$ cat config.mk
export PLATFORM = sky130hd
export DESIGN_NAME = alarm_bank_set
export DESIGN_NICKNAME = d
export VERILOG_FILES = /design/src/rtl/alarm_pkg.sv /design/src/rtl/bcd_step.sv /design/src/rtl/alarm_bank_set.sv
export SDC_FILE = /design/constraint.sdc
export NUM_CORES = 1
export LEC_CHECK = 0
export CAP_MARGIN = 20
export CORE_UTILIZATION = 46
export CTS_CLUSTER_SIZE = 40
export DETAILED_ROUTE_END_ITERATION = 10
export PLACE_DENSITY = 0.66
export SLEW_MARGIN = 20
export SYNTH_ARGS = -nofsm -noshare
export SYNTH_HDL_FRONTEND = slang
export SYNTH_HIERARCHICAL = 1
export SYNTH_SLANG_ARGS = --single-unit
$ cat constraint.sdc
create_clock -name clk -period 4.7 [get_ports clk]
set_clock_uncertainty 0.05 [all_clocks]
set_input_delay 0.94 -clock clk [delete_from_list [all_inputs] [get_ports clk]]
set_output_delay 0.94 -clock clk [all_outputs]
set_load 0.01 [all_outputs]
$ cat src/rtl/alarm_pkg.sv
// ---------------------------------------------------------------------------
// alarm_pkg
// Shared types and constants for the multi-channel alarm editor.
//   loc_e       : field currently being edited (NONE / SEC / MIN / HR)
//   BCD_MAX_MS  : upper bound of the seconds and minutes fields (59)
//   BCD_ZERO    : lower bound of every field
//   BCD_NIB_MAX : largest legal BCD digit
// ---------------------------------------------------------------------------
package alarm_pkg;

    typedef enum logic [1:0] {
        LOC_NONE = 2'd0,
        LOC_SEC  = 2'd1,
        LOC_MIN  = 2'd2,
        LOC_HR   = 2'd3
    } loc_e;

    localparam logic [7:0] BCD_MAX_MS  = 8'h59;
    localparam logic [7:0] BCD_ZERO    = 8'h00;
    localparam logic [3:0] BCD_NIB_MAX = 4'h9;

endpackage

$ cat src/rtl/bcd_step.sv
// ---------------------------------------------------------------------------
// bcd_step
// Purely combinational two-digit BCD up/down stepper with wrap.
// Ports:
//   value_in   in  8 : current BCD value
//   max_value  in  8 : BCD maximum; up from max wraps to 00, down from 00
//                      wraps to max
//   up         in  1 : step up by one
//   down       in  1 : step down by one
//   next_value out 8 : stepped value (unchanged when up == down)
// ---------------------------------------------------------------------------
module bcd_step
    import alarm_pkg::*;
(
    input  logic [7:0] value_in,
    input  logic [7:0] max_value,
    input  logic       up,
    input  logic       down,
    output logic [7:0] next_value
);

    always_comb begin
        next_value = value_in;
        if (up && !down) begin
            if (value_in == max_value) begin
                next_value = BCD_ZERO;
            end else if (value_in[3:0] == BCD_NIB_MAX) begin
                next_value = {value_in[7:4] + 4'd1, 4'h0};
            end else begin
                next_value = {value_in[7:4], value_in[3:0] + 4'd1};
            end
        end else if (down && !up) begin
            if (value_in == BCD_ZERO) begin
                next_value = max_value;
            end else if (value_in[3:0] == 4'h0) begin
                next_value = {value_in[7:4] - 4'd1, BCD_NIB_MAX};
            end else begin
                next_value = {value_in[7:4], value_in[3:0] - 4'd1};
            end
        end
    end

endmodule

$ cat src/rtl/alarm_bank_set.sv
// ---------------------------------------------------------------------------
// alarm_bank_set
// N_ALARM independent BCD alarm times with per-channel enable, field-wise
// up/down editing of the selected channel and a one-cycle match pulse.
// Optional feature macro: ALARM_SUB_EN (enables decrement via time_sub;
// without it time_sub is ignored and has no delay register).
// Ports:
//   clk, rst_n                       : clock, asynchronous active-low reset
//   set_mod, set_alarm               : edit mode = set_mod && set_alarm
//   alarm_sel      in SEL_W          : channel edited / displayed
//   time_add, time_sub               : step buttons (level, debounced)
//   set_location, alarm_toggle       : field-advance and enable buttons
//   hr_now, mn_now, sd_now  in 8     : running BCD time
//   hr_alarm, mn_alarm, sd_alarm out : selected channel's stored time
//   alarm_location out 2             : 0 none, 1 sec, 2 min, 3 hr
//   alarm_en       out N_ALARM       : per-channel enable
//   alarm_hit      out N_ALARM       : one-cycle match pulse
// ---------------------------------------------------------------------------
module alarm_bank_set
    import alarm_pkg::*;
#(
    parameter int         N_ALARM = 4,
    parameter int         SEL_W   = 2,
    parameter logic [7:0] HR_MAX  = 8'h23
) (
    input  logic               clk,
    input  logic               rst_n,
    input  logic               set_mod,
    input  logic               set_alarm,
    input  logic [SEL_W-1:0]   alarm_sel,
    input  logic               time_add,
    input  logic               time_sub,
    input  logic               set_location,
    input  logic               alarm_toggle,
    input  logic [7:0]         hr_now,
    input  logic [7:0]         mn_now,
    input  logic [7:0]         sd_now,
    output logic [7:0]         hr_alarm,
    output logic [7:0]         mn_alarm,
    output logic [7:0]         sd_alarm,
    output logic [1:0]         alarm_location,
    output logic [N_ALARM-1:0] alarm_en,
    output logic [N_ALARM-1:0] alarm_hit
);

    // Button delay registers (reset to 1 so a held button is not an edge)
    logic add_dly_q, add_dly_d;
    logic loc_dly_q, loc_dly_d;
    logic tog_dly_q, tog_dly_d;
    logic add_edge, sub_edge, loc_edge, tog_edge;

`ifdef ALARM_SUB_EN
    logic sub_dly_q, sub_dly_d;
`else
    logic unused_time_sub;
    assign unused_time_sub = time_sub;
`endif

    logic edit_mode;
    logic sel_valid;
    loc_e loc_q, loc_d;

    logic [7:0] hr_q [N_ALARM];
    logic [7:0] mn_q [N_ALARM];
    logic [7:0] sd_q [N_ALARM];
    logic [7:0] hr_d [N_ALARM];
    logic [7:0] mn_d [N_ALARM];
    logic [7:0] sd_d [N_ALARM];

    logic [N_ALARM-1:0] en_q, en_d;
    logic [N_ALARM-1:0] hist_q, hist_d;
    logic [N_ALARM-1:0] hit_q, hit_d;
    logic [N_ALARM-1:0] match;

    logic [7:0] sel_hr, sel_mn, sel_sd;
    logic [7:0] field_cur, field_max, field_next;
    logic       step_fire;

    // ------------------------------------------------------------------
    // Edge detection
    // ------------------------------------------------------------------
    always_comb begin
        add_dly_d = time_add;
        loc_dly_d = set_location;
        tog_dly_d = alarm_toggle;
        add_edge  = time_add && !add_dly_q;
        loc_edge  = set_location && !loc_dly_q;
        tog_edge  = alarm_toggle && !tog_dly_q;
`ifdef ALARM_SUB_EN
        sub_dly_d = time_sub;
        sub_edge  = time_sub && !sub_dly_q;
`else
        sub_edge  = 1'b0;
`endif
    end

    assign edit_mode = set_mod && set_alarm;

    // ------------------------------------------------------------------
    // Selected-channel read mux; out-of-range selects read as zero
    // ------------------------------------------------------------------
    always_comb begin
        sel_valid = 1'b0;
        sel_hr    = BCD_ZERO;
        sel_mn    = BCD_ZERO;
        sel_sd    = BCD_ZERO;
        for (int i = 0; i < N_ALARM; i++) begin
            if (alarm_sel == SEL_W'(i)) begin
                sel_valid = 1'b1;
                sel_hr    = hr_q[i];
                sel_mn    = mn_q[i];
                sel_sd    = sd_q[i];
            end
        end
    end

    assign hr_alarm = sel_hr;
    assign mn_alarm = sel_mn;
    assign sd_alarm = sel_sd;

    // ------------------------------------------------------------------
    // Single shared stepper fed by the field under the current location.
    // The old location is used, so a simultaneous set_location edge
    // does not redirect the step.
    // ------------------------------------------------------------------
    always_comb begin
        field_cur = BCD_ZERO;
        field_max = BCD_MAX_MS;
        unique case (loc_q)
            LOC_SEC: field_cur = sel_sd;
            LOC_MIN: field_cur = sel_mn;
            LOC_HR: begin
                field_cur = sel_hr;
                field_max = HR_MAX;
            end
            default: field_cur = BCD_ZERO;
        endcase
    end

    bcd_step u_bcd_step (
        .value_in   (field_cur),
        .max_value  (field_max),
        .up         (add_edge),
        .down       (sub_edge),
        .next_value (field_next)
    );

    // Both edges together cancel, so only an exclusive edge fires a step
    assign step_fire = edit_mode && sel_valid && (loc_q != LOC_NONE)
                       && (add_edge ^ sub_edge);

    // ------------------------------------------------------------------
    // Storage and enable next-state
    // ------------------------------------------------------------------
    always_comb begin
        en_d = en_q;
        for (int i = 0; i < N_ALARM; i++) begin
            hr_d[i] = hr_q[i];
            mn_d[i] = mn_q[i];
            sd_d[i] = sd_q[i];
            if (alarm_sel == SEL_W'(i)) begin
                if (step_fire) begin
                    unique case (loc_q)
                        LOC_SEC: sd_d[i] = field_next;
                        LOC_MIN: mn_d[i] = field_next;
                        LOC_HR:  hr_d[i] = field_next;
                        default: ;
                    endcase
                end
                if (tog_edge && set_mod) begin
                    en_d[i] = ~en_q[i];
                end
            end
        end
    end

    // ------------------------------------------------------------------
    // Location FSM: forced to NONE whenever edit mode drops
    // ------------------------------------------------------------------
    always_comb begin
        loc_d = loc_q;
        if (!edit_mode) begin
            loc_d = LOC_NONE;
        end else if (loc_edge) begin
            unique case (loc_q)
                LOC_NONE: loc_d = LOC_SEC;
                LOC_SEC:  loc_d = LOC_MIN;
                LOC_MIN:  loc_d = LOC_HR;
                LOC_HR:   loc_d = LOC_SEC;
                default:  loc_d = LOC_NONE;
            endcase
        end
    end

    assign alarm_location = loc_q;

    // ------------------------------------------------------------------
    // Match detection. History keeps tracking in edit mode so that
    // leaving edit mode on an already-matching time gives no pulse.
    // ------------------------------------------------------------------
    genvar gi;
    generate
        for (gi = 0; gi < N_ALARM; gi++) begin : g_match
            assign match[gi] = en_q[gi] && (hr_q[gi] == hr_now)
                               && (mn_q[gi] == mn_now) && (sd_q[gi] == sd_now);
            assign hit_d[gi] = match[gi] && !hist_q[gi] && !edit_mode;
        end
    endgenerate

    assign hist_d    = match;
    assign alarm_en  = en_q;
    assign alarm_hit = hit_q;

    // ------------------------------------------------------------------
    // State registers
    // ------------------------------------------------------------------
    always_ff @(posedge clk or negedge rst_n) begin
        if (!rst_n) begin
            add_dly_q <= 1'b1;
            loc_dly_q <= 1'b1;
            tog_dly_q <= 1'b1;
            loc_q     <= LOC_NONE;
            en_q      <= '0;
            hist_q    <= '0;
            hit_q     <= '0;
            for (int i = 0; i < N_ALARM; i++) begin
                hr_q[i] <= BCD_ZERO;
                mn_q[i] <= BCD_ZERO;
                sd_q[i] <= BCD_ZERO;
            end
        end else begin
            add_dly_q <= add_dly_d;
            loc_dly_q <= loc_dly_d;
            tog_dly_q <= tog_dly_d;
            loc_q     <= loc_d;
            en_q      <= en_d;
            hist_q    <= hist_d;
            hit_q     <= hit_d;
            for (int i = 0; i < N_ALARM; i++) begin
                hr_q[i] <= hr_d[i];
                mn_q[i] <= mn_d[i];
                sd_q[i] <= sd_d[i];
            end
        end
    end

`ifdef ALARM_SUB_EN
    always_ff @(posedge clk or negedge rst_n) begin
        if (!rst_n) begin
            sub_dly_q <= 1'b1;
        end else begin
            sub_dly_q <= sub_dly_d;
        end
    end
`endif

endmodule

======== Yosys cells after proc, flatten, opt, wreduce, memory -nomap -nowiden ========
Index checks and enable logic that the tools add are counted.
word-level totals
  flip-flop bits (word level) ............. 113
  input bits .............................. 34
  output and inout bits ................... 34
  logic and storage cells ................. 129
operators by class
  add/subtract/negate cells ............... 2
  eq/ne operators ......................... 21
  multiplexer cells ....................... 24
  bitwise operators ....................... 4
  reduce and logical (&&, ||, !) cells .... 56
operator list
  cell                 count
  $mux 8               15
  $eq 8x8->1           12
  $reduce_and 3->1     12
  $logic_and 1x1->1    28
  $pmux 8 s3           1
  $add 4x1->4 const B  2
  $eq 2x2->1 const B   4
  $eq 8x7->1           1
  $logic_not 1->1      8
  $reduce_and 2->1     4
  $mux 7               1
  $pmux 2 s3           1
  $eq 2x1->1 const B   2
  $eq 4x4->1 const B   1
  $logic_not 2->1      2
  $mux 1               4
  $mux 2               2
  $not 1->1            4
  $ne 2x2->1 const B   1
  $reduce_bool 2->1    1
  $reduce_or 2->1      1

======== Depth between registers and ports, before layout ========
Gate-level depths: netlist of the first run.
  depth in word-level cells ............... 10
  gate-level depth with buffers ........... 15
  gate-level depth less buffers ........... 11

======== Modules after synthesis ========
The synthesis of the first run kept the hierarchy.
modules (own cells, without submodules)
  module          instances  cells an instance  area each (sq um)  sequential area each (sq um)
  alarm_bank_set  1          473                6294.8             2831.5
  bcd_step        1          99                 686.9              0.0

======== Worst setup path after synthesis of the first run ========
No wires, ideal clock.
  path type ............................... input -> register
  start point ............................. input port alarm_sel[0]
  end point ............................... register mn_q[10] in the netlist's numbering
  setup time .............................. 0.125 ns
  arrival ................................. 3.570 ns
  data required time ...................... 4.525 ns
  slack ................................... 0.955 ns
  cell stages on the path ................. 10
  buffers on the path ..................... 2
  cells stage by stage .................... buf_6 > mux4_2 > a222oi_1 > nor2_1 > xor2_1 > nor4_1 > a41o_1 > o311ai_0 > clkbuf_1 > mux2_2
between the ends
  elaborated cells on any way between the ends .. 31
  classes of those cells .................. add/sub: 1; eq/ne: 5; mux: 20; reduce/logical: 5
RTL lines
  what                           line                   text
  start, declared                alarm_bank_set.sv:30   input logic [SEL_W-1:0] alarm_sel,
  $logic_not 2->1                alarm_bank_set.sv:108  if (alarm_sel == SEL_W'(i)) begin
  $mux 8 (3 in a row)            alarm_bank_set.sv:108
  $mux 8 *                       alarm_bank_set.sv:108
  named net sd_alarm[5]          alarm_bank_set.sv:40   output logic [7:0] sd_alarm,
  $pmux 8 s3 *                   alarm_bank_set.sv:129  unique case (loc_q)
  named net field_cur[5]         alarm_bank_set.sv:76   logic [7:0] field_cur, field_max, field_next;
  $eq 8x7->1 *                   bcd_step.sv:25         if (value_in == max_value) begin
  $mux 8 *                       bcd_step.sv:25
  $mux 8 *                       bcd_step.sv:24         if (up && !down) begin
  named net field_next[2]        alarm_bank_set.sv:76
  end signal, assigned by index  alarm_bank_set.sv:241  mn_q[i] <= mn_d[i];
  end, declared                  alarm_bank_set.sv:64   logic [7:0] mn_q [N_ALARM];
The timed path passes the listed nets; every way through them passes the cells marked *.
A chain may end at the register's enable or synchronous reset.

======== Final worst setup path of the first run ========
  start point ............................. input port alarm_sel[1]
  end point ............................... register sd_q[22] in the netlist's numbering
between the ends
  cells in the longest elaborated chain, start to end .. 10
  elaborated cells on any way between the ends .. 31
  classes of those cells .................. add/sub: 1; eq/ne: 5; mux: 20; reduce/logical: 5
ends and longest elaborated chain
  what                           line                   text
  $logic_not 2->1                alarm_bank_set.sv:108
  $mux 8 (4 in a row)            alarm_bank_set.sv:108
  $pmux 8 s3 *                   alarm_bank_set.sv:129
  named net field_cur[1]         alarm_bank_set.sv:76
  $eq 4x4->1                     bcd_step.sv:27         end else if (value_in[3:0] == BCD_NIB_MAX) begin
  $mux 8                         bcd_step.sv:27
  $mux 8 *                       bcd_step.sv:25
  $mux 8 *                       bcd_step.sv:24
  named net field_next[6]        alarm_bank_set.sv:76
  end signal, assigned by index  alarm_bank_set.sv:242  sd_q[i] <= sd_d[i];
  end, declared                  alarm_bank_set.sv:65   logic [7:0] sd_q [N_ALARM];
Marks and branches as above.

==> results of run 1 <==
==> critical path, stage by stage <==
cell and delay (ns):
clkdlybuf4s50_1 0.72, buf_4 0.29, mux4_2 0.23, a22oi_1 0.09
a21oi_1 0.57, inv_1 0.14, ha_1 0.22, and3b_1 0.28
nand2_1 0.12, xor2_1 0.06, o21bai_1 0.78, mux2_2 0.31
==> kinds of logic (layout without fill, tap and decap cells) <==
group / count (synthesis) / after routing / synth area share (%)
xor+xnor: 111 / 111 / 14.1
other cells: 2 / 10 / 0.108
buf+inv: 50 / 128 / 3.60
compound gates: 45 / 45 / 4.86
fa+ha+maj: 12 / 12 / 2.15
simple gates: 116 / 116 / 10.9
mux: 123 / 123 / 23.7
flops: 113 / 113 / 40.6
==> registers in the layout, summed over array words and instances, names as in the netlist <==
signal          flops
hist_q              4
add_dly_q           1
hr_q               32
alarm_en            4
alarm_hit           4
loc_dly_q           1
mn_q               32
tog_dly_q           1
sd_q               32
alarm_location      2
==> Yosys cell counts (6+ instances only) <==
library cell  number  share of area (%)
ha_1              12                2.2
o211ai_1           6               0.65
nand4_1           13                1.2
nand3_1            6               0.43
nor2_2             6               0.54
nand2b_1           7               0.63
xor2_1            52                6.5
nor3_1             7               0.50
a21oi_1           10               0.72
mux4_2            24                7.7
nand2_1           20                1.1
buf_2              9               0.65
mux2_2            96                 15
xnor2_1           57                7.2
clkbuf_1          17               0.91
buf_6              6               0.97
nor4_1             9               0.81
nor2_1            17               0.91
dfrtp_1          110                 39
inv_1             13               0.70
==> power groups by stage <==
stage,logic (mW),clock network (mW),registers (mW)
2_1_floorplan,0.112,0,1.04
3_3_place_gp,0.251,0,1.03
3_5_place_dp,0.253,0,1.03
4_1_cts,0.254,1.21,1.02
5_1_grt,0.274,1.26,1.02
6_report,0.255,1.20,1.02
==> cells in the final DEF (no fill, tap or decap), drive strengths merged, types with 11 or more instances in the layout <==
cell type      count
dfrtp            110
mux2              96
clkdlybuf4s50     64
xnor2             59
xor2              52
nor2              26
clkbuf            25
mux4              24
nand2             20
buf               20
inv               13
nand4             13
ha                12
nor4              11
==> metrics by stage <==
stage | std cells | total power, mW
after floorplan | 580 | 1.15
after global placement | 811 | 1.28
after detailed placement | 811 | 1.29
after CTS | 842 | 2.49
after global routing | 842 | 2.56
final | 842 | 2.48
==> layer usage <==
| metal | global-route usage, % | share of wire, % |
|---|---|---|
| met5 | 0 | 0 |
| met4 | 10.8 | 3.2 |
| met3 | 5.78 | 6.2 |
| met2 | 43.5 | 49 |
| met1 | 35.5 | 42 |
==> final cells by class <==
cell class | instances | area [sq um]
fill | 1247 | 6250
inverter | 13 | 48.8
clock buffer | 25 | 495
multi-input combinational | 417 | 3930
tap | 184 | 230
timing repair buffer | 84 | 805
sequential | 113 | 2830
clock inverter | 6 | 55.1
==> how the worst min path moves through the flow <==
stage | endpoint | slack (ns) | cells after the start
finish | alarm_hit[2] | 0.38 | 1
detailed placement | alarm_hit[0] | 0.38 | 1
global route | alarm_hit[0] | 0.41 | 1
CTS | alarm_hit[2] | 0.39 | 1
global placement | alarm_hit[2] | 0.38 | 1
floorplan | alarm_hit[0] | 0.35 | 1
==> metrics.yaml, run 1 <==
p_comb_share_pct: 10.3
vias: 5008
final_cell_area_sq_um: 8390
finalMaxSlewViolations: 0
timing.fmax_mhz: 224
crit_end: "sd_q[22]"
synth_cell_types: 61
io_pins: 68
initial_core_util_pct: 47.7
synth_seq_cells: 113
worstMarginPinSlew_ns: 0.980
die_w_um: 125
status: "finished, final reports clean"
clkSlewWorstSetupHoldPaths_ns: 0.05
synth_cells: 572
worstPathRequired_ns: 5.00
numCtsBuffers: 17
regToRegSetupSlack_ns: 0.76
final_nets: 692
rr_endpoint: "sd_q[22]"
htreeDepth: 4
p_leak_nw: 3.73
synthFlopType: "dfrtp_1"
setup-tns-final_ns: 0
io_buffers: 66
ys_seq_area_share_pct: 40.6
die_area_sq_um: 15700
drc: 0
cts.sinks: 113
wl_per_cell_um: 23.4
overflow: 0
cts.root.buffer_cell: "clkbuf_16"
p_clk_share_pct: 48.6
areaGrowthSynthToFinish_pct: 20.2
dp_hpwl_mm: 14.7
wl_mm: 19.7
antenna_left: 0
clk_latency_ns: 0.42
rsz0062_at_grt: "false"
place_congestion: 0.950
cp-start-kind: "input port"
ctsHoldBuffers: 0
synth-edff-count: 0
p_sw_mw: 0.595
crit_path_max_fanout: 12
p_seq_share_pct: 41.1
dr.pass1.iters: 6
drt-initial-drc-count: 375
max-vdd-ir-drop_mv: 0.262
final.min_clock_period_ns: 4.47
antenna_found_initial: 0
setup_violations: 0
cts_resized: 0
cts_buffer_depth: 2
cts_setup_buffers: 0
r2r_start: "alarm_location[0]"
hold_viol_final: 0
place_ws_ns: -0.114
layout_setup_ws_ns: 0.226
viasPerCell: 5.95
die_h_um: 125
async_reset_ff_share_pct: 100
crit_type: "input port to flip-flop"
tritoncts: "done"
grt_max_degree: 85
worstRegToRegCells: 10
placed_area_sq_um: 7840
syn_area_sq_um: 6980
num_rows: 44
swShare_pct: 24.0
grt_pass1_vias: 5192
arrival_ns: 4.77
cp-end-kind: "flip-flop"
grt_pass1_wl_mm: 30.8
core_sq_um: 14600
maxCapViolCount: 0
grt.total_usage_pct: 27.0
holdWs_ns: 0.382
maxSlewHeadroom_pct: 34.5
critPathLaunch: "alarm_sel[1]"
post-route-util_pct: 57.3
syn_area_per_cell_sq_um: 12.2
period_share_pct: 95.2
internal_power_mw: 1.88
power_density_nw_per_um2: 295
hold_class: "flip-flop to flip-flop"
synth_warnings: 6
diodes: 0
drive_gt1_share_pct: 30.4
min-delay-start: "hist_q[2]"
Note: power is estimated with default switching activity, not from simulation.
==> run 2, diff against run 1 <==
CORE_MARGIN = 4   (was default)
SLEW_MARGIN = 25   (was 20)
==> run 2 against run 1 <==
Net effect:
- die area grew 9.8%
- utilization about the same
- flip-flop and latch count is the same
- fmax rose by 4.3%
- global-route usage decreased by 3.5 points
- largest cell class unchanged
- largest power group unchanged
- sequential power barely moved
==> metrics.yaml, run 2 (same netlist as run 1, synthesis figures left out) <==
status: "finished, final reports clean"
wl_met3_mm: 1.16
cts_buffer_depth: 2
post-place-cells: 807
worstMarginPinSlew_ns: 0.945
drt-initial-drc-count: 394
cp-end-kind: "flip-flop"
final.min_clock_period_ns: 4.29
maxCapViolCount: 0
initial_core_util_pct: 47.5
antenna_found_initial: 0
layout_commonest_cell: "dfrtp_1"
arrival_ns: 4.59
hold_class: "flip-flop to flip-flop"
viasPerCell: 5.78
numCtsBuffers: 17
power_density_nw_per_um2: 303
grt.total_usage_pct: 23.5
routed-wl-met2_mm: 9.57
clk_latency_ns: 0.42
num_rows: 44
rsz0062_at_grt: "false"
crit_path_max_fanout: 31
timing.fmax_mhz: 233
final_nets: 689
top_regs: "hr_q (32), mn_q (32), sd_q (32)"
final_cells: 838
die_area_sq_um: 17200
dr.pass1.iters: 5
place_ws_ns: -0.283
p_leak_nw: 3.74
final_cell_area_sq_um: 8430
period_share_pct: 91.3
setup_violations: 0
grt_max_degree: 47
die_w_um: 131
setup-tns-final_ns: 0
overflow: 0
diodes: 0
placed_area_sq_um: 7820
regArea_sq_um: 2830
hold_viol_final: 0
cp-start-kind: "input port"
io_buffers: 66
wl_per_cell_um: 23.4
drive_gt1_share_pct: 30.6
dp_hpwl_mm: 14.9
drc: 0
cts.sinks: 113
layout_common_cells: "110 x dfrtp_1, 96 x mux2_2, 64 x clkdlybuf4s50_1"
wl_met1_mm: 8.51
cts.root.buffer_cell: "clkbuf_16"
clkSlewWorstSetupHoldPaths_ns: 0.05
place_congestion: 0.889
finalMaxSlewViolations: 0
cts_setup_buffers: 0
max-vdd-ir-drop_mv: 0.275
worstPathRequired_ns: 5.00
core_sq_um: 14700
grt_pass1_vias: 5128
tritoncts: "done"
dr.max_layer_used: "met4"
areaGrowthSynthToFinish_pct: 20.8
grt_pass1_wl_mm: 30.7
die_h_um: 131
fill_cells: 1207
htreeDepth: 4
maxSlewHeadroom_pct: 36.7
power_mw: 2.56
io_pins: 68
antenna_left: 0
vias: 4843
wl_mm: 19.6
crit_type: "input port to flip-flop"
multi_input_area_sq_um: 3940
layout_setup_ws_ns: 0.409
run 2: cell count changes in the layout (fill, tap and decap cells not counted), sizes merged:
cell,change
bufinv,+1
clkinv,-2
clkbuf,+1
buf,-4
run 2: worst paths after layout:
kind | startpoint | endpoint | slack (ns) | depth (start not counted)
hold reg to reg | hist_q[0] | alarm_hit[0] | 0.40 | 1
setup reg to reg | alarm_location[1] | mn_q[1] | 0.93 | 9
setup / recovery | alarm_sel[1] | mn_q[1] | 0.41 | 10
max in group asynchronous | rst_n | loc_dly_q | 3.19 | 2
hold / removal | hist_q[0] | alarm_hit[0] | 0.40 | 1
min in group asynchronous | rst_n | hr_q[4] | 0.47 | 1
run 2: repair_timing:
| action | in CTS | in global routing |
|---|---|---|
| setup endpoints to repair | 0 | 34 |
| gates resized for setup | 0 | 1 |
| hold buffers | 0 | 0 |
run 2: where the power goes:
part,switching [mW],internal [mW]
Sequential,0.0223,0.995
Combinational,0.142,0.114
Clock,0.428,0.855
Total,0.593,1.96
run 2: area by class of cell:
| type | instances | share of cell area (%) |
|---|---|---|
| Clock buffer | 25 | 6.11 |
| Multi-Input combinational cell | 417 | 46.7 |
| Clock inverter | 5 | 0.890 |
| Sequential cell | 113 | 33.6 |
| Timing Repair Buffer | 81 | 9.38 |
| Tap cell | 184 | 2.73 |
| Inverter | 13 | 0.579 |
run 2: layer usage:
layer | GRT usage [%] | up-vias
met5 | 0 | -
met4 | 7.76 | 0
met3 | 4.97 | 36
met2 | 38.7 | 162
met1 | 31.3 | 2453
li1 | - | 2192
run 2: through the flow:
| stage | hold slack (ns) | util (%) |
|---|---|---|
| global route | 0.409 | 57.4 |
| floorplan | 0.352 | - |
| finish | 0.400 | 57.4 |
| global placement | 0.376 | 53.2 |
| detailed placement | 0.383 | 53.2 |
| CTS | 0.398 | 57.2 |
run 2: critical path: stages:
cell and delay [ns]:
clkdlybuf4s50_1 0.52, buf_12 0.24, mux4_2 0.27, a22oi_1 0.12, a21oi_1 0.77, xor2_1 0.21
nor2_1 0.05, a41o_1 0.30, o211ai_1 0.81, mux2_2 0.30
